File: src/rtl/bit_truncator.sv
// Narrows DATA_WIDTH words to IMMDATA_WIDTH through a 2-entry elastic buffer,
// flagging (and optionally clamping) words whose discarded upper bits are set.
module bit_truncator #(
    parameter int DATA_WIDTH    = 32,
    parameter int IMMDATA_WIDTH = 21,
    parameter int SATURATE      = 0,
    parameter int CNT_WIDTH     = 8
) (
    input  logic                     CLK,
    input  logic                     RST_N,
    input  logic [DATA_WIDTH-1:0]    IDATA,
    input  logic                     IVALID,
    output logic                     IREADY,
    output logic [IMMDATA_WIDTH-1:0] ODATA,
    output logic                     OOVF,
    output logic                     OVALID,
    input  logic                     OREADY,
    input  logic                     CLRCNT,
    output logic [CNT_WIDTH-1:0]     OVFCNT
);

    if (IMMDATA_WIDTH >= DATA_WIDTH) begin : g_width_check
        $error("bit_truncator: IMMDATA_WIDTH must be smaller than DATA_WIDTH");
    end

    // Handshake: a word moves when valid and ready are both high at a rising
    // edge. IREADY and OVALID depend on registered state only, so there is
    // no combinational path from OREADY to IREADY or from IDATA to ODATA.
    logic [IMMDATA_WIDTH-1:0] mem_data [2];
    logic [1:0]               mem_ovf;
    logic                     wr_ptr;
    logic                     rd_ptr;
    logic [1:0]               count;
    logic [CNT_WIDTH-1:0]     ovf_cnt;

    logic                     push;
    logic                     pop;
    logic                     in_ovf;
    logic [IMMDATA_WIDTH-1:0] in_data;

    assign IREADY = (count != 2'd2);
    assign OVALID = (count != 2'd0);
    assign push   = IVALID & IREADY;
    assign pop    = OVALID & OREADY;

    assign in_ovf = |IDATA[DATA_WIDTH-1:IMMDATA_WIDTH];

    always_comb begin
        in_data = IDATA[IMMDATA_WIDTH-1:0];
        if ((SATURATE != 0) && in_ovf) begin
            in_data = '1;
        end
    end

    // Head entry is gated so an empty buffer always presents zeros.
    always_comb begin
        ODATA = '0;
        OOVF  = 1'b0;
        if (OVALID) begin
            ODATA = mem_data[rd_ptr];
            OOVF  = mem_ovf[rd_ptr];
        end
    end

    always_ff @(posedge CLK) begin
        if (!RST_N) begin
            mem_data[0] <= '0;
            mem_data[1] <= '0;
            mem_ovf     <= '0;
            wr_ptr      <= 1'b0;
            rd_ptr      <= 1'b0;
            count       <= 2'd0;
        end else begin
            if (push) begin
                mem_data[wr_ptr] <= in_data;
                mem_ovf[wr_ptr]  <= in_ovf;
                wr_ptr           <= ~wr_ptr;
            end
            if (pop) begin
                rd_ptr <= ~rd_ptr;
            end
            case ({push, pop})
                2'b10:   count <= count + 2'd1;
                2'b01:   count <= count - 2'd1;
                default: count <= count;
            endcase
        end
    end

    // Counts accepted overflowing words; clear wins over a same-cycle increment.
    always_ff @(posedge CLK) begin
        if (!RST_N) begin
            ovf_cnt <= '0;
        end else if (CLRCNT) begin
            ovf_cnt <= '0;
        end else if (push && in_ovf && (ovf_cnt != {CNT_WIDTH{1'b1}})) begin
            ovf_cnt <= ovf_cnt + 1'b1;
        end
    end

    assign OVFCNT = ovf_cnt;

endmodule

File: config.mk
export PLATFORM = sky130hd
export DESIGN_NAME = bit_truncator
export DESIGN_NICKNAME = d
export VERILOG_FILES = /design/src/rtl/bit_truncator.sv
export SDC_FILE = /design/constraint.sdc
export NUM_CORES = 1
export LEC_CHECK = 0
export ABC_AREA = 1
export ABC_CLOCK_PERIOD_IN_PS = 4010
export CAP_MARGIN = 5
export CORE_MARGIN = 8
export CORE_UTILIZATION = 45
export CTS_CLUSTER_SIZE = 30
export DETAILED_ROUTE_END_ITERATION = 7
export MAX_ROUTING_LAYER = met4
export PLACE_DENSITY = 0.76
export SYNTH_ARGS = -nofsm -noshare
export SYNTH_HDL_FRONTEND = slang
export SYNTH_SLANG_ARGS = --single-unit
export TNS_END_PERCENT = 5
File: constraint.sdc
create_clock -name CLK -period 4.01 [get_ports CLK]
set_clock_uncertainty 0.1 [all_clocks]
set_input_delay 0.401 -clock CLK [delete_from_list [all_inputs] [get_ports CLK]]
set_output_delay 0.401 -clock CLK [all_outputs]
set_load 0.005 [all_outputs]
Yosys cells after proc, flatten, opt, wreduce, memory -nomap -nowiden
Memories as Yosys holds them, arrays and structs flattened. A register that Yosys moved wholly into a read port is not among the register bits.
Index checks and enable logic that the tools add are counted.
{"block": "word_totals", "reg_bits": 14, "ramBits": 42, "inputBits": 37, "out_inout_bits": 32, "wordCells": 46, "n_memories": 1}
{"block": "classes", "addsub": 3, "order_cmp": 3, "eq_ne": 4, "mux": 17, "n_bitwise": 5, "n_reduce_logical": 8}
{"name": "mem_data", "depth": 2, "width": 21, "rd": 1, "rd_ports_with_merged_regs": 1, "write_ports": 2, "line_no": "29", "text": "logic [IMMDATA_WIDTH-1:0] mem_data [2];"}
{"cell": "21-bit two-way mux", "n": 2}
{"cell": "21-bit OR reduction", "n": 1}
{"cell": "1-bit two-way mux", "n": 12}
{"cell": "11-bit OR reduction", "n": 1}
{"cell": "8-bit by 1-bit adder with 8-bit output (second input constant)", "n": 1}
{"cell": "8-bit inequality test (second input constant)", "n": 1}
{"cell": "1-bit by 2-bit less-than comparator with 1-bit output (second input constant)", "n": 2}
{"cell": "2-bit case mux with 2 select lines", "n": 1}
{"cell": "2-bit nonzero test", "n": 2}
{"cell": "1-bit logical AND", "n": 3}
{"cell": "1-bit NOT", "n": 3}
{"cell": "2-bit by 1-bit adder with 2-bit output (second input constant)", "n": 1}
{"cell": "1-bit AND", "n": 2}
{"cell": "2-bit bitwise mux", "n": 1}
{"cell": "2-bit by 1-bit == test with 1-bit output (second input constant)", "n": 1}
{"cell": "2-bit == test (second input constant)", "n": 1}
{"cell": "2-bit inequality test (second input constant)", "n": 1}
{"cell": "2-bit OR reduction", "n": 1}
{"cell": "2-bit by 1-bit subtractor with 2-bit output (second input constant)", "n": 1}
{"cell": "1-bit demux with 1-bit select", "n": 1}
{"cell": "1-bit greater-or-equal comparator (second input constant)", "n": 1}

Longest topological paths before layout
Gate-level depths: netlist of run 1.
{"block": "depth", "word_depth": 7, "ltp_mapped": 10, "ltp_nobuf": 10}

Worst setup path after synthesis of run 1
OpenSTA, ideal clock, no wires.
{"block": "synth_timing", "path_kind": "register to register", "from": "reg count[0]", "to": "mem mem_data[0][0], enable pin", "setup_ns": 0.378, "t_arrival_ns": 1.373, "required_ns": 3.532, "path_slack_ns": 2.160, "stages_incl_launch_ff": 8, "path_buffers": 1, "period_less_slack_ns": 1.850, "path_cell_list": "dfxtp_1 inv_2 nand2_2 nand2_2 nor3_2 inv_2 buf_2 nand2_1"}
{"item": "start, declared", "line_no": "33", "text": "logic [1:0] count;"}
{"item": "start signal, assigned", "line_no": "83", "text": "2'b10: count <= count + 2'd1;"}
{"item": "start signal, assigned", "line_no": "84", "text": "2'b01: count <= count - 2'd1;"}
{"item": "start signal, assigned", "line_no": "85", "text": "default: count <= count;"}
{"item": "end, declared", "line_no": "29"}

Worst setup path in the final report of run 1
{"block": "layout_timing", "from": "reg count[1]", "to": "out OOVF"}
{"block": "layout_between", "elab_chain_cells": 2}
{"item": "2-bit nonzero test", "line_no": "42", "text": "assign OVALID = (count != 2'd0);"}
{"item": "1-bit two-way mux", "line_no": "59", "text": "if (OVALID) begin"}
{"item": "end, declared", "line_no": "15", "text": "output logic OOVF,"}
No other way between the ends.

==> summary.txt, run 1 <==
Synth
  • Cell count after synthesis: 319
  • Post-Syn Area: 2700 um2
  • Avg Cell Area, Syn: 8.46 um2
  • Largest family of logic cells by synthesized area: simple AND/OR/NAND/NOR gates
  • Simple-gate portion of the synthesized area: 0.254
  • Post-synthesis mux area share: 0
  • Synth unique cells: 25
  • Post-Synth XOR/XNOR Area: 0.00325
  • Synth Area in Adders: 0.00927
  • Synth warn: 0
  • Sequential area share after synthesis: 0.579
  • Syn Nets: 358
  • FF+latch count, synth: 57
  • Synth Area in Compound Gates: 0.0635

STA
  • Worst setup margin: 1.33 ns
  • Fin Setup TNS: 0 ns
  • Fin crit share: 0.669
  • Fin crit period: 2.68 ns
  • Slew @ Worst Pin: 0.910 ns
  • Final hold vios: 0
  • FMAX: 373 MHz
  • Setup violators final: 0
  • RSZ-0062 raised after global routing: false
  • Max Slew Vio Count: 0
  • Slew margin rel.: 0.393

CTS
  • Post-CTS Resized: 0
  • Clock slew at reported path FFs: 0.06 ns
  • Num CTS Buffers: 9
  • CTS Buffer Depth: 2
  • CTS tree: yes
  • CTS H-tree depth: 3
  • Clk sink count: 57
  • Setup bufs post-CTS: 0
  • Clock latency at the later pin of the worst-skew pair: 0.33 ns
  • Hold Buf Count CTS: 0
  • Clock root buffer: clkbuf_8

Hold path
  • Hold Crit Depth: 1
  • Worst hold path class: reg2reg
  • HP Start: rd_ptr

Floorplanning
  • IO Pins: 69
  • Die area: 8730 um2
  • Chip Width: 93.4 um
  • Row Count: 28
  • Initial core utilization: 0.461
  • Die height: 93.4 um
  • Core area: 5850 um2

Setup path
  • Reg2reg start: count[0]
  • CP max FO: 22
  • Worst reg-to-reg path cell count: 7
  • CP arrival: 2.18 ns
  • Crit Path Category: reg2out
  • Startpoint Class: flip-flop
  • Crit path required time: 3.51 ns
  • Slowest Stage Delay on Critical Path: 0.72 ns
  • Worst R2R Setup Slack: 1.58 ns
  • Worst Setup End Kind: output pin
  • CP Cell Sequence: nor2_2 > inv_1 > o21ai_0 > a21oi_1 > clkdlybuf4s50_1
  • FF-to-FF End: mem_data[1][8]
  • Crit-path slowest cell: nor2_2

Run
  • Max_cap viols: 0

Global route
  • Largest net degree at the start of global routing: 25
  • Total track usage: 0.143
  • Vias in the first global route: 2239
  • First-pass GRT wire length: 9810 um
  • Initial antenna violation count: 0
  • GR Overflow Total: 0

Finish
  • Fin cells: 467
  • P&R area growth vs syn: 34.6%
  • Antenna cells: 0
  • Post-route cell area: 3630 um2
  • Layout cells sized above 1: 0.0689
  • Layout net count: 426

Drt
  • Drt pass-1 iters: 4
  • Routed Wire Length: 5950 um
  • DR iter-0 viols: 87
  • Final ANT Viol Nets: 0
  • Drt via density: 4.82
  • Vias: 2253
  • # DRC: 0
  • DR WL/cell: 12.7 um

Placement
  • DP Wirelength: 4260 um
  • Post-DP Area: 3420 um2
  • Placed cell count: 451
  • Placement Setup Slack: 1.18 ns
  • Final Wtd Congestion: 0.819
  • PortBufs: 68

Pwr
  • Pwr per Cell Area: 461 nW/um2
  • Worst vdd ir: 0.178 mV
  • Leak: 0.00150 uW

Outcome
  • Outcome: completed
[placed cells by master (no fill, tap or decap)]
cell type        netlist  final
dfxtp_1               15     15
nand3_1                8      8
nand3_2                2      2
clkinvlp_4             0      1
clkdlybuf4s50_1        0     68
nand4_1                9      9
nand2_1               71     71
inv_1                 44     44
and3_1                 1      1
bufinv_16              0      2
xnor2_1                1      1
nand3b_1               1      1
o22ai_1                1      1
nor2_1                66     65
nand2_2                3      3
nor3_2                 1      1
nor2_2                 0      1
clkbuf_8               0      9
clkinv_2               1      3
and2_0                 1      1
a21oi_1               29     29
ha_1                   2      2
inv_2                  3      3
o21ai_0                4      4
nor3_1                 1      1
clkinv_1               0      2
edfxtp_1              42     42
buf_4                  1      2
[final cells by class]
class	count	area (um2)
Clock buffer	9	124
Sequential cell	57	1560
Inverter	48	181
Multi-Input combinational cell	201	892
Timing Repair Buffer	70	696
Clock inverter	7	85.1
Tap cell	75	93.8
Fill cell	504	2220
[per-stage QoR]
step | util | power, uW | hold WS [ns]
2_1_floorplan | - | 930 | 0.346
3_3_place_gp | 0.585 | 1120 | 0.372
3_5_place_dp | 0.585 | 1130 | 0.377
4_1_cts | 0.621 | 1690 | 0.393
5_1_grt | 0.621 | 1750 | 0.417
6_report | 0.621 | 1680 | 0.396
[power by group]
part / internal [uW] / total (uW) / switching (uW)
combinational: 188 / 395 / 207
sequential: 695 / 722 / 26.5
clock: 343 / 559 / 216
[per-layer routing]
| metal | vias to the layer above | global-route usage | routed length (um) |
|---|---|---|---|
| li1 | 1154 | - | - |
| met1 | 1011 | 0.161 | 2560 |
| met2 | 78 | 0.238 | 2850 |
| met3 | 10 | 0.0329 | 451 |
| met4 | 0 | 0.0644 | 92 |
| met5 | - | - | 0 |
[critical path, delay by kind of cell, from the launching register on]
family                 cells  cell delay (ns)
AOI/OAI and AO/OA          2             0.18
buffers and inverters      2             0.61
DFF                        1             0.35
and+or+nand+nor            1             0.72
[worst max path at each step]
stage                     slack (ns)     start  cells after the start              end
final                           1.33  count[1]                      5             OOVF
after global routing            1.07  count[1]                      5             OOVF
after CTS                       1.27  count[1]                      5             OOVF
after detailed placement        1.18    IVALID                      6  mem_data[1][13]
after global placement          1.24    IVALID                      6  mem_data[1][16]
after floorplan                 2.16  count[0]                      7   mem_data[0][0]
[cell families after synthesis]
kind of cell    after synthesis
xor+xnor                      1
flops                        57
compound gates               34
simple gates                164
buf+inv                      61
fa+ha+maj                     2
[registers in the layout (all words and copies together), names as in the netlist, named ones only]
signal and cells:
OVFCNT 8, wr_ptr 1, mem_data 42, count 2
rd_ptr 1, mem_ovf 2
[Yosys cell counts]
| master | instances | share of area |
|---|---|---|
| buf_4 | 1 | 0.0028 |
| nor3_1 | 1 | 0.0019 |
| edfxtp_1 | 42 | 0.47 |
| ha_1 | 2 | 0.0093 |
| nor2_1 | 66 | 0.092 |
| buf_6 | 1 | 0.0042 |
| buf_2 | 5 | 0.0093 |
| nand4_1 | 9 | 0.021 |
| nand3b_1 | 1 | 0.0028 |
| nand3_1 | 8 | 0.015 |
| o21ai_0 | 4 | 0.0074 |
| nor3_2 | 1 | 0.0037 |
| and2_0 | 1 | 0.0023 |
| a21oi_1 | 29 | 0.054 |
| inv_1 | 44 | 0.061 |
| clkbuf_1 | 6 | 0.0083 |
| xnor2_1 | 1 | 0.0032 |
| nand2_1 | 71 | 0.099 |
| nand2_2 | 3 | 0.0070 |
| dfxtp_1 | 15 | 0.11 |
| clkinv_2 | 1 | 0.0019 |
| nand3_2 | 2 | 0.0074 |
| and3_1 | 1 | 0.0023 |
| inv_2 | 3 | 0.0042 |
| o22ai_1 | 1 | 0.0023 |
Note: power is estimated with default switching activity, not from simulation.
==> run 2: changes to the inputs <==
--- a/config.mk
+++ b/config.mk
@@ -6,7 +6,7 @@
 export NUM_CORES = 1
 export LEC_CHECK = 0
 export ABC_AREA = 1
-export ABC_CLOCK_PERIOD_IN_PS = 4010
+export ABC_CLOCK_PERIOD_IN_PS = 2750
 export CAP_MARGIN = 5
 export CORE_MARGIN = 8
 export CORE_UTILIZATION = 45
==> constraint.sdc (replaced) <==
create_clock -name CLK -period 2.75 [get_ports CLK]
set_clock_uncertainty 0.1 [all_clocks]
set_input_delay 0.275 -clock CLK [delete_from_list [all_inputs] [get_ports CLK]]
set_output_delay 0.275 -clock CLK [all_outputs]
set_load 0.005 [all_outputs]
==> run 2 against run 1 <==
  * Via count grew 1.1%
  * Register-to-register slack lost 1.2 ns
  * Largest power group unchanged
  * Total power grew 46%
  * Utilization grew 0.21 points
  * Setup slack lost 1.1 ns
==> summary.txt, run 2 (synthesis results as in run 1) <==
Setup path
  • Critical Path Stages: 5 (unchanged)
  • Worst Setup End Kind: output pin
  • Crit path required time: 2.38 ns (-1.13 ns)
  • Startpoint Class: flip-flop
  • CP delay by family, top: simple AND/OR/NAND/NOR gates
  • Slowest Stage Delay on Critical Path: 0.71 ns (about the same)
  • Crit-path slowest cell: nor2_2
  • CP Cell Sequence: nor2_2 > inv_1 > o21ai_0 > a21oi_1 > clkdlybuf4s50_1
  • CP bufs+invs: 2 (unchanged)
  • CP arrival: 2.16 ns (-0.02 ns)
  • CP max FO: 22 (unchanged)
  • Worst reg-to-reg path cell count: 8 (+1)
  • Crit Path Category: reg2out

Run
  • Max_cap viols: 0 (unchanged)

Drt
  • # DRC: 0 (unchanged)
  • Drt pass-1 iters: 4 (unchanged)
  • Final ANT Viol Nets: 0 (unchanged)
  • DR WL/cell: 13.2 um (+3.6%)
  • DR iter-0 viols: 103 (+18%)
  • Drt via density: 4.86 (+0.68%)
  • Vias: 2278 (+1.1%)
  • Routed Wire Length: 6200 um (+4.1%)

Global route
  • Total track usage: 0.150 (+0.00696)
  • Initial antenna violation count: 0 (unchanged)
  • Largest net degree at the start of global routing: 25 (unchanged)
  • Vias in the first global route: 2276 (+1.7%)
  • GR Overflow Total: 0 (unchanged)
  • First-pass GRT wire length: 10100 um (+3.2%)

Finish
  • P&R area growth vs syn: 35.1%
  • Largest register FFs: 42 (unchanged)
  • Layout net count: 429 (+0.70%)
  • Fill cell count: 500 (-0.79%)
  • Antenna cells: 0 (unchanged)
  • Reg area: 1560 um2 (unchanged)
  • Most frequent cells in the layout: nand2_1, clkdlybuf4s50_1, nor2_1, inv_1, edfxtp_1
  • Footprint of the multi-input gates: 892 um2 (unchanged)
  • Most common cell after layout, fill and taps aside: nand2_1
  • Top reg by flops: mem_data
  • Layout cells sized above 1: 0.0685 (-0.000350)

Floorplanning
  • Chip Width: 93.4 um (unchanged)
  • Initial core utilization: 0.461 (unchanged)
  • Core area: 5850 um2 (unchanged)
  • Die height: 93.4 um (unchanged)
  • Die area: 8730 um2 (unchanged)
  • IO Pins: 69 (unchanged)
  • Row Count: 28 (unchanged)

CTS
  • CTS H-tree depth: 3 (unchanged)
  • CTS tree: yes
  • CTS Buffer Depth: 2 (unchanged)
  • Post-CTS Resized: 0 (unchanged)
  • Hold Buf Count CTS: 0 (unchanged)
  • Clock latency at the later pin of the worst-skew pair: 0.32 ns (about the same)
  • Clock slew at reported path FFs: 0.06 ns (about the same)
  • Clk sink count: 57 (unchanged)
  • Clock root buffer: clkbuf_8
  • Setup bufs post-CTS: 0 (unchanged)
  • Num CTS Buffers: 9 (unchanged)

Hold path
  • Hold Crit Depth: 1 (unchanged)
  • Worst hold path class: reg2reg

STA
  • FMAX: 394 MHz
  • Max Slew Vio Count: 0 (unchanged)
  • Setup violators final: 0 (unchanged)
  • Slew margin rel.: 0.403 (+0.0105)
  • Fin crit share: 0.923
  • Final hold slack: 0.393 ns (-0.00337 ns)
  • Fin Setup TNS: 0 ns (unchanged)
  • RSZ-0062 raised after global routing: false
  • Final hold vios: 0 (unchanged)
  • Slew @ Worst Pin: 0.894 ns (-0.0157 ns)
  • Fin crit period: 2.54 ns

Pwr
  • Leak: 0.00151 uW (+0.56%)
  • Worst vdd ir: 0.281 mV (+57%)
  • Design Power: 2440 uW (+46%)
  • Pwr per Cell Area: 670 nW/um2 (+45%)

Placement
  • PortBufs: 68 (unchanged)
  • Final Wtd Congestion: 0.826 (+0.90%)
  • DP Wirelength: 4380 um (+2.9%)

Outcome
  • Outcome: completed
==> run 2: changes by cell type in the layout (fill, tap and decap cells not counted) <==
cell	before	now
buf_4	2	5
clkbuf_1	0	1
clkinv_1	2	3
clkinv_2	3	1
clkinvlp_4	1	0
==> run 2: final cells by class <==
type | instances | area share
repair buffers | 73 | 0.197
clock buffers | 10 | 0.0350
flip-flops and latches | 57 | 0.428
clock inverters | 5 | 0.0196
inverters | 48 | 0.0498
well taps | 75 | 0.0257
multi-input cells | 201 | 0.245
==> run 2: report_power, final <==
group	leakage [uW]	total [uW]	internal, uW	switching, uW
Sequential	0.000562	1060	1010	42.3
Combinational	0.000850	587	279	308
Clock	0.0000989	800	496	304
Total	0.00151	2440	1790	655
==> run 2: worst paths after layout <==
| check | startpoint | to | slack, ns |
|---|---|---|---|
| min reg2reg | rd_ptr | rd_ptr | 0.39 |
| min | rd_ptr | rd_ptr | 0.39 |
| max | count[1] | OOVF | 0.21 |
| max reg2reg | count[1] | count[1] | 0.39 |
==> run 2: stage by stage <==
stage / utilization / worst slack [ns] / std cells / instance area [um2]
final: 0.623 / 0.212 / 469 / 3650
after global routing: 0.623 / 0.0153 / 469 / 3650
after CTS: 0.623 / 0.180 / 469 / 3650
after detailed placement: 0.589 / 0.496 / 454 / 3450
after global placement: 0.589 / 0.589 / 454 / 3450
after floorplan: - / 0.900 / 319 / 2700
==> run 2: layer usage <==
layer | wire length (um) | vias to the layer above | global-route usage
met2 | 3130 | 81 | 0.253
met5 | 0 | - | -
li1 | - | 1156 | -
met4 | 70 | 0 | 0.0711
met3 | 424 | 7 | 0.0337
met1 | 2570 | 1034 | 0.165
